File: src/rtl/ctrl_dem4bit_if.sv
// Control and status bundle for the counter/7-segment run controller.
// All controls are level-sampled on every rising clock edge: there is no valid/ready handshake.
interface ctrl_dem4bit_if;
   logic       start;
   logic       stop;
   logic       load;
   logic [3:0] din;
   logic       up_dn;
   logic       wrap;
   logic [3:0] q;
   logic [3:0] d0;
   logic [3:0] d1;
   logic       tick;
   logic       busy;
   logic       done;
   logic [1:0] state_dbg;

   modport master (
      output start, stop, load, din, up_dn, wrap,
      input  q, d0, d1, tick, busy, done, state_dbg
   );

   modport slave (
      input  start, stop, load, din, up_dn, wrap,
      output q, d0, d1, tick, busy, done, state_dbg
   );
endinterface

File: src/rtl/ctrl_dem4bit.sv
// Run controller for the 4-bit counter and its two-digit display: start/stop/load sequencing,
// up/down and wrap/one-shot stepping paced by an internal prescaler. All outputs registered.
module ctrl_dem4bit #(
   parameter int PRESCALE = 4,
   parameter int MAXV     = 15
) (
   input logic           ck,
   input logic           rs,
   ctrl_dem4bit_if.slave bus
);
   localparam int             PW    = (PRESCALE > 1) ? $clog2(PRESCALE) : 1;
   localparam logic [PW-1:0]  PTERM = PW'(PRESCALE - 1);
   localparam logic [3:0]     MAXQ  = 4'(MAXV);

   typedef enum logic [1:0] {
      IDLE  = 2'd0,
      RUN   = 2'd1,
      PAUSE = 2'd2,
      DONE  = 2'd3
   } state_t;

   state_t        state, state_n;
   logic [PW-1:0] pre, pre_n;
   logic [3:0]    q, q_n;
   logic [3:0]    d0, d0_n;
   logic [3:0]    d1, d1_n;
   logic          tick, tick_n;
   logic          done, done_n;
   logic          busy;
   logic [3:0]    din_c;

   assign din_c = (bus.din > MAXQ) ? MAXQ : bus.din;

   always_comb begin
      state_n = state;
      pre_n   = pre;
      q_n     = q;
      tick_n  = 1'b0;
      done_n  = 1'b0;
      case (state)
         IDLE: begin
            if (bus.load) q_n = din_c;
            if (bus.start) begin
               state_n = RUN;
               pre_n   = '0;
            end
         end
         RUN: begin
            // A STOP landing on the terminal count keeps the prescaler parked at PTERM,
            // so the step it suppressed happens on the first edge after resuming.
            if (bus.stop) begin
               state_n = PAUSE;
               if (pre != PTERM) pre_n = pre + 1'b1;
            end else if (pre != PTERM) begin
               pre_n = pre + 1'b1;
            end else begin
               pre_n = '0;
               if (bus.up_dn) begin
                  if (q < MAXQ) begin
                     q_n    = q + 4'd1;
                     tick_n = 1'b1;
                  end else if (bus.wrap) begin
                     q_n    = 4'd0;
                     tick_n = 1'b1;
                  end else begin
                     state_n = DONE;
                     done_n  = 1'b1;
                  end
               end else begin
                  if (q > 4'd0) begin
                     q_n    = q - 4'd1;
                     tick_n = 1'b1;
                  end else if (bus.wrap) begin
                     q_n    = MAXQ;
                     tick_n = 1'b1;
                  end else begin
                     state_n = DONE;
                     done_n  = 1'b1;
                  end
               end
            end
         end
         PAUSE: begin
            // Prescaler holds here; STOP still held keeps the block paused.
            if (bus.load) q_n = din_c;
            if (bus.start && !bus.stop) state_n = RUN;
         end
         DONE: begin
            if (bus.load) begin
               q_n     = din_c;
               state_n = IDLE;
            end else if (bus.start) begin
               q_n     = bus.up_dn ? 4'd0 : MAXQ;
               pre_n   = '0;
               state_n = RUN;
            end
         end
         default: state_n = IDLE;
      endcase
   end

   always_comb begin
      if (q_n >= 4'd10) begin
         d1_n = 4'd1;
         d0_n = q_n - 4'd10;
      end else begin
         d1_n = 4'd0;
         d0_n = q_n;
      end
   end

   always_ff @(posedge ck or negedge rs) begin
      if (!rs) begin
         state <= IDLE;
         pre   <= '0;
         q     <= 4'd0;
         d0    <= 4'd0;
         d1    <= 4'd0;
         tick  <= 1'b0;
         done  <= 1'b0;
         busy  <= 1'b0;
      end else begin
         state <= state_n;
         pre   <= pre_n;
         q     <= q_n;
         d0    <= d0_n;
         d1    <= d1_n;
         tick  <= tick_n;
         done  <= done_n;
         busy  <= (state_n == RUN);
      end
   end

   assign bus.q         = q;
   assign bus.d0        = d0;
   assign bus.d1        = d1;
   assign bus.tick      = tick;
   assign bus.busy      = busy;
   assign bus.done      = done;
   assign bus.state_dbg = state;
endmodule
File: src/flat_wrapper.sv
// flat-port wrapper written by rule: the top's interface ports become plain ports
module ctrl_dem4bit_flat 
#(
   parameter int PRESCALE = 4,
   parameter int MAXV     = 15
)
  (ck, rs, bus_start, bus_stop, bus_load, bus_din, bus_up_dn, bus_wrap, bus_q, bus_d0, bus_d1, bus_tick, bus_busy, bus_done, bus_state_dbg);
  ctrl_dem4bit_if bus_i ();
  input logic ck;
  input logic rs;
  input wire logic [$bits(bus_i.start)-1:0] bus_start;
  input wire logic [$bits(bus_i.stop)-1:0] bus_stop;
  input wire logic [$bits(bus_i.load)-1:0] bus_load;
  input wire logic [$bits(bus_i.din)-1:0] bus_din;
  input wire logic [$bits(bus_i.up_dn)-1:0] bus_up_dn;
  input wire logic [$bits(bus_i.wrap)-1:0] bus_wrap;
  output wire logic [$bits(bus_i.q)-1:0] bus_q;
  output wire logic [$bits(bus_i.d0)-1:0] bus_d0;
  output wire logic [$bits(bus_i.d1)-1:0] bus_d1;
  output wire logic [$bits(bus_i.tick)-1:0] bus_tick;
  output wire logic [$bits(bus_i.busy)-1:0] bus_busy;
  output wire logic [$bits(bus_i.done)-1:0] bus_done;
  output wire logic [$bits(bus_i.state_dbg)-1:0] bus_state_dbg;
  assign bus_i.start = bus_start;
  assign bus_i.stop = bus_stop;
  assign bus_i.load = bus_load;
  assign bus_i.din = bus_din;
  assign bus_i.up_dn = bus_up_dn;
  assign bus_i.wrap = bus_wrap;
  assign bus_q = bus_i.q;
  assign bus_d0 = bus_i.d0;
  assign bus_d1 = bus_i.d1;
  assign bus_tick = bus_i.tick;
  assign bus_busy = bus_i.busy;
  assign bus_done = bus_i.done;
  assign bus_state_dbg = bus_i.state_dbg;
  ctrl_dem4bit #(.PRESCALE(PRESCALE), .MAXV(MAXV)) u_core (.ck(ck), .rs(rs), .bus(bus_i));
endmodule
File: config.mk
export PLATFORM = sky130hd
export DESIGN_NAME = ctrl_dem4bit_flat
export DESIGN_NICKNAME = d
export VERILOG_FILES = /design/src/rtl/ctrl_dem4bit_if.sv /design/src/rtl/ctrl_dem4bit.sv /design/src/flat_wrapper.sv
export SDC_FILE = /design/constraint.sdc
export NUM_CORES = 1
export LEC_CHECK = 0
export CAP_MARGIN = 5
export CORE_UTILIZATION = 44
export DETAILED_ROUTE_END_ITERATION = 8
export GPL_ROUTABILITY_DRIVEN = 0
export PLACE_DENSITY = 0.79
export SLEW_MARGIN = 25
export SYNTH_ARGS = -nofsm -noshare
export SYNTH_HDL_FRONTEND = slang
export SYNTH_SLANG_ARGS = --single-unit
File: constraint.sdc
create_clock -name ck -period 2.4 [get_ports ck]
set_input_delay 0.6 -clock ck [delete_from_list [all_inputs] [get_ports ck]]
set_output_delay 0.6 -clock ck [all_outputs]
set_load 0.01 [all_outputs]
==> flow_summary.toml <==
[status]
outcome = "finished, final reports clean"

[global_routing]
grt_max_degree = 16
top_usage_layer = "met2"
track_usage_pct = 23.56
use_met1_pct = 30.14
globalRouteMet3Util_pct = 5.367
gr-usage-met2_pct = 39.92
grt_pass1_vias = 1077
grt_pass1_wl_um = 4871
antenna_found_initial = 0
grt-ovfl-total = 0

[synth]
ys_warn_count = 0
yosysMostFrequentCell = "dfrtp_1"
synthTopCellsByCount = "15 x dfrtp_1, 9 x inv_1, 8 x o21ai_0"
synthFlopType = "dfrtp_1"
seq_area_frac_synth_pct = 31.55
synth_edf_count = 0
syn_area_per_cell_um2 = 9.083
synthTopCellsByArea = "dfrtp_1 32%, ha_1 5.3%, nand2b_1 3.7%"
synth-seq-cells = 15
synth_area_leader_cell = "dfrtp_1"
syn_area_mm2 = 0.001190
synthArstFlopShare_pct = 100.0
syn_inst = 131
ys_types = 54
synth_top_area_share_pct = 31.55

[floorplan]
core_mm2 = 0.002522
dieArea_mm2 = 0.002916
num_rows = 18
initial_core_util_pct = 47.17
die_w_um = 54
fp.dieH_um = 54
ios = 28

[routing]
wirelength_um = 3119
vias_per_cell = 5.639
dr.pass1.iters = 4
drcViolationCount = 0
vias = 1173
postRouteAntennaNets = 0
wl_per_cell_um = 15.00
drt_iter0_drc = 25

[sta]
finalCritPeriodShare_pct = 97.47
setup-tns-final_ps = 0
max-slew-margin-rel_pct = 53.58
fin_skew_ps = 4.857
slew_viol_final = 0
max_freq_mhz = 427.5
tightest_slew_ps = 694.1
fin_crit_ps = 2339
finalSetupViolations = 0
hold_violations = 0

[worst_hold_path]
worstHoldEndpoint = "u_core.pre[0]"
hp-start = "u_core.pre[0]"
hp-class = "reg2reg"
min_path_cells = 1

[setup_path]
worst-path-max-fanout = 3
r2r_end = "u_core.bus.d0[2]"
worstPathRequired_ps = 2600
reg2reg_depth = 9
reg2reg_slack_ps = 80
critical_path_arrival_ps = 2540
setup.worst_path.class = "in2reg"
worst_setup_path_start_kind = "primary input"
r2r-start = "u_core.bus.q[0]"
crit_path_end_kind = "register"

[cells_and_area]
areaGrowthSynthToFinish_pct = 40.80
multi_input_area_um2 = 737.0
seq_area_um2 = 376.6
layout-drive-gt1-share_pct = 28.09
diodes = 0
nNetsFinal = 195
fill_cells = 233

[cts]
cts_hold_buf = 0
cts_num_sinks = 15
root_buffer = "clkbuf_4"
cts_buffers = 3
cts_tree = "yes"
clockBufferDepth = 2
ctsHtreeMaxLevel = 1
clock_latency_ps = 290
path_clk_slew_ps = 90

[power_and_ir_drop]
p_total_w = 0.002009
peakVddDrop_v = 0.0008502
p_leak_nw = 0.7756
power_density_mw_per_mm2 = 1199

[placed_design]
portBuffers = 24
hpwl_um = 2334

[run]
cap_violations = 0
[layout by cell type, fill, tap and decap left out, drive strengths merged, types with 2 or more instances in the layout]
cell type / instances
or3: 2
inv: 10
o211ai: 4
or4b: 2
nand2: 7
a211oi: 4
buf: 29
and3: 2
nand2b: 7
clkdlybuf4s50: 23
clkbuf: 4
conb: 3
nor2: 4
a31o: 3
and3b: 2
nand3: 4
a21o: 3
nand4: 2
and2: 2
mux2i: 3
ha: 5
a21oi: 7
dfrtp: 15
o21ai: 8
[critical path, cell delays in order]
cell             delay (ps)
clkdlybuf4s50_1         450
or4b_4                  530
nor4_4                  260
a211oi_1                100
nand2_1                 100
ha_1                    230
nor4b_4                 130
a211oi_2                140
[through the flow]
step | hold slack [ps] | area, um2 | setup slack, ps | instances | util [%]
final | 503.9 | 1675 | 60.76 | 208 | 66.42
after global routing | 519.7 | 1675 | -2.071 | 208 | 66.42
after CTS | 503.6 | 1643 | 20.44 | 207 | 65.13
after detailed placement | 486.7 | 1608 | -275.5 | 203 | 63.74
after global placement | 479.7 | 1608 | -180.3 | 203 | 63.74
after floorplan | 304.4 | 1204 | 46.92 | 133 | -
[flip-flops by register name (all words and copies together), names as in the netlist]
register / flops
u_core.bus.done: 1
u_core.bus.state_dbg: 2
u_core.bus.d0: 3
u_core.bus.q: 4
u_core.pre: 2
u_core.bus.tick: 1
u_core.bus.d1: 1
u_core.bus.busy: 1
[final cells by class]
cell class	count	share of cell area (%)
Tap cell	30	2.240
Multi-Input combinational cell	96	43.99
Timing Repair Buffer	53	27.48
Inverter	10	2.240
Sequential cell	15	22.48
Clock buffer	4	1.568
[kinds of logic (layout without fill, tap and decap cells)]
family,Yosys count,in the layout,share of synthesized area [%]
other,1,3,0.3152
xor gates and xnor gates,1,1,0.7362
adders and majority gates,5,5,5.258
muxes,3,3,2.524
and+or+nand+nor,40,40,21.56
DFF,15,15,31.55
AOI/OAI and AO/OA,44,44,27.87
buffers and inverters,22,67,10.20
[where the power goes]
| group | internal (W) | switching (W) |
|---|---|---|
| Sequential | 0.000365 | 0.0000852 |
| Combinational | 0.000743 | 0.000669 |
| Clock | 0.0000646 | 0.0000832 |
| Total | 0.00117 | 0.000837 |
[timing repair]
item	in CTS	in global routing
endpoints found under the setup margin	1	1
gates resized for setup	1	7
buffers inserted	0	1
[how the worst max path moves through the flow]
stage | endpoint | start | cells past startpoint | slack, ps
global placement | u_core.bus.d0[2] | bus_up_dn | 8 | -180
detailed placement | u_core.bus.d0[2] | bus_up_dn | 8 | -280
finish | u_core.bus.d0[2] | bus_up_dn | 8 | 60
global route | u_core.bus.d0[2] | u_core.bus.q[0] | 9 | -2
CTS | u_core.bus.d0[2] | u_core.bus.q[0] | 9 | 20
floorplan | u_core.bus.d0[2] | u_core.bus.q[1] | 10 | 50
[metal layers]
| layer | share of wire, % | vias to the layer above | routed length, um |
|---|---|---|---|
| met4 | 0 | 0 | 0 |
| met5 | 0 | - | 0 |
| met1 | 45 | 557 | 1414 |
| met3 | 5.8 | 0 | 181 |
| li1 | - | 574 | - |
| met2 | 49 | 42 | 1522 |
Power figures use the tool's default switching activity.
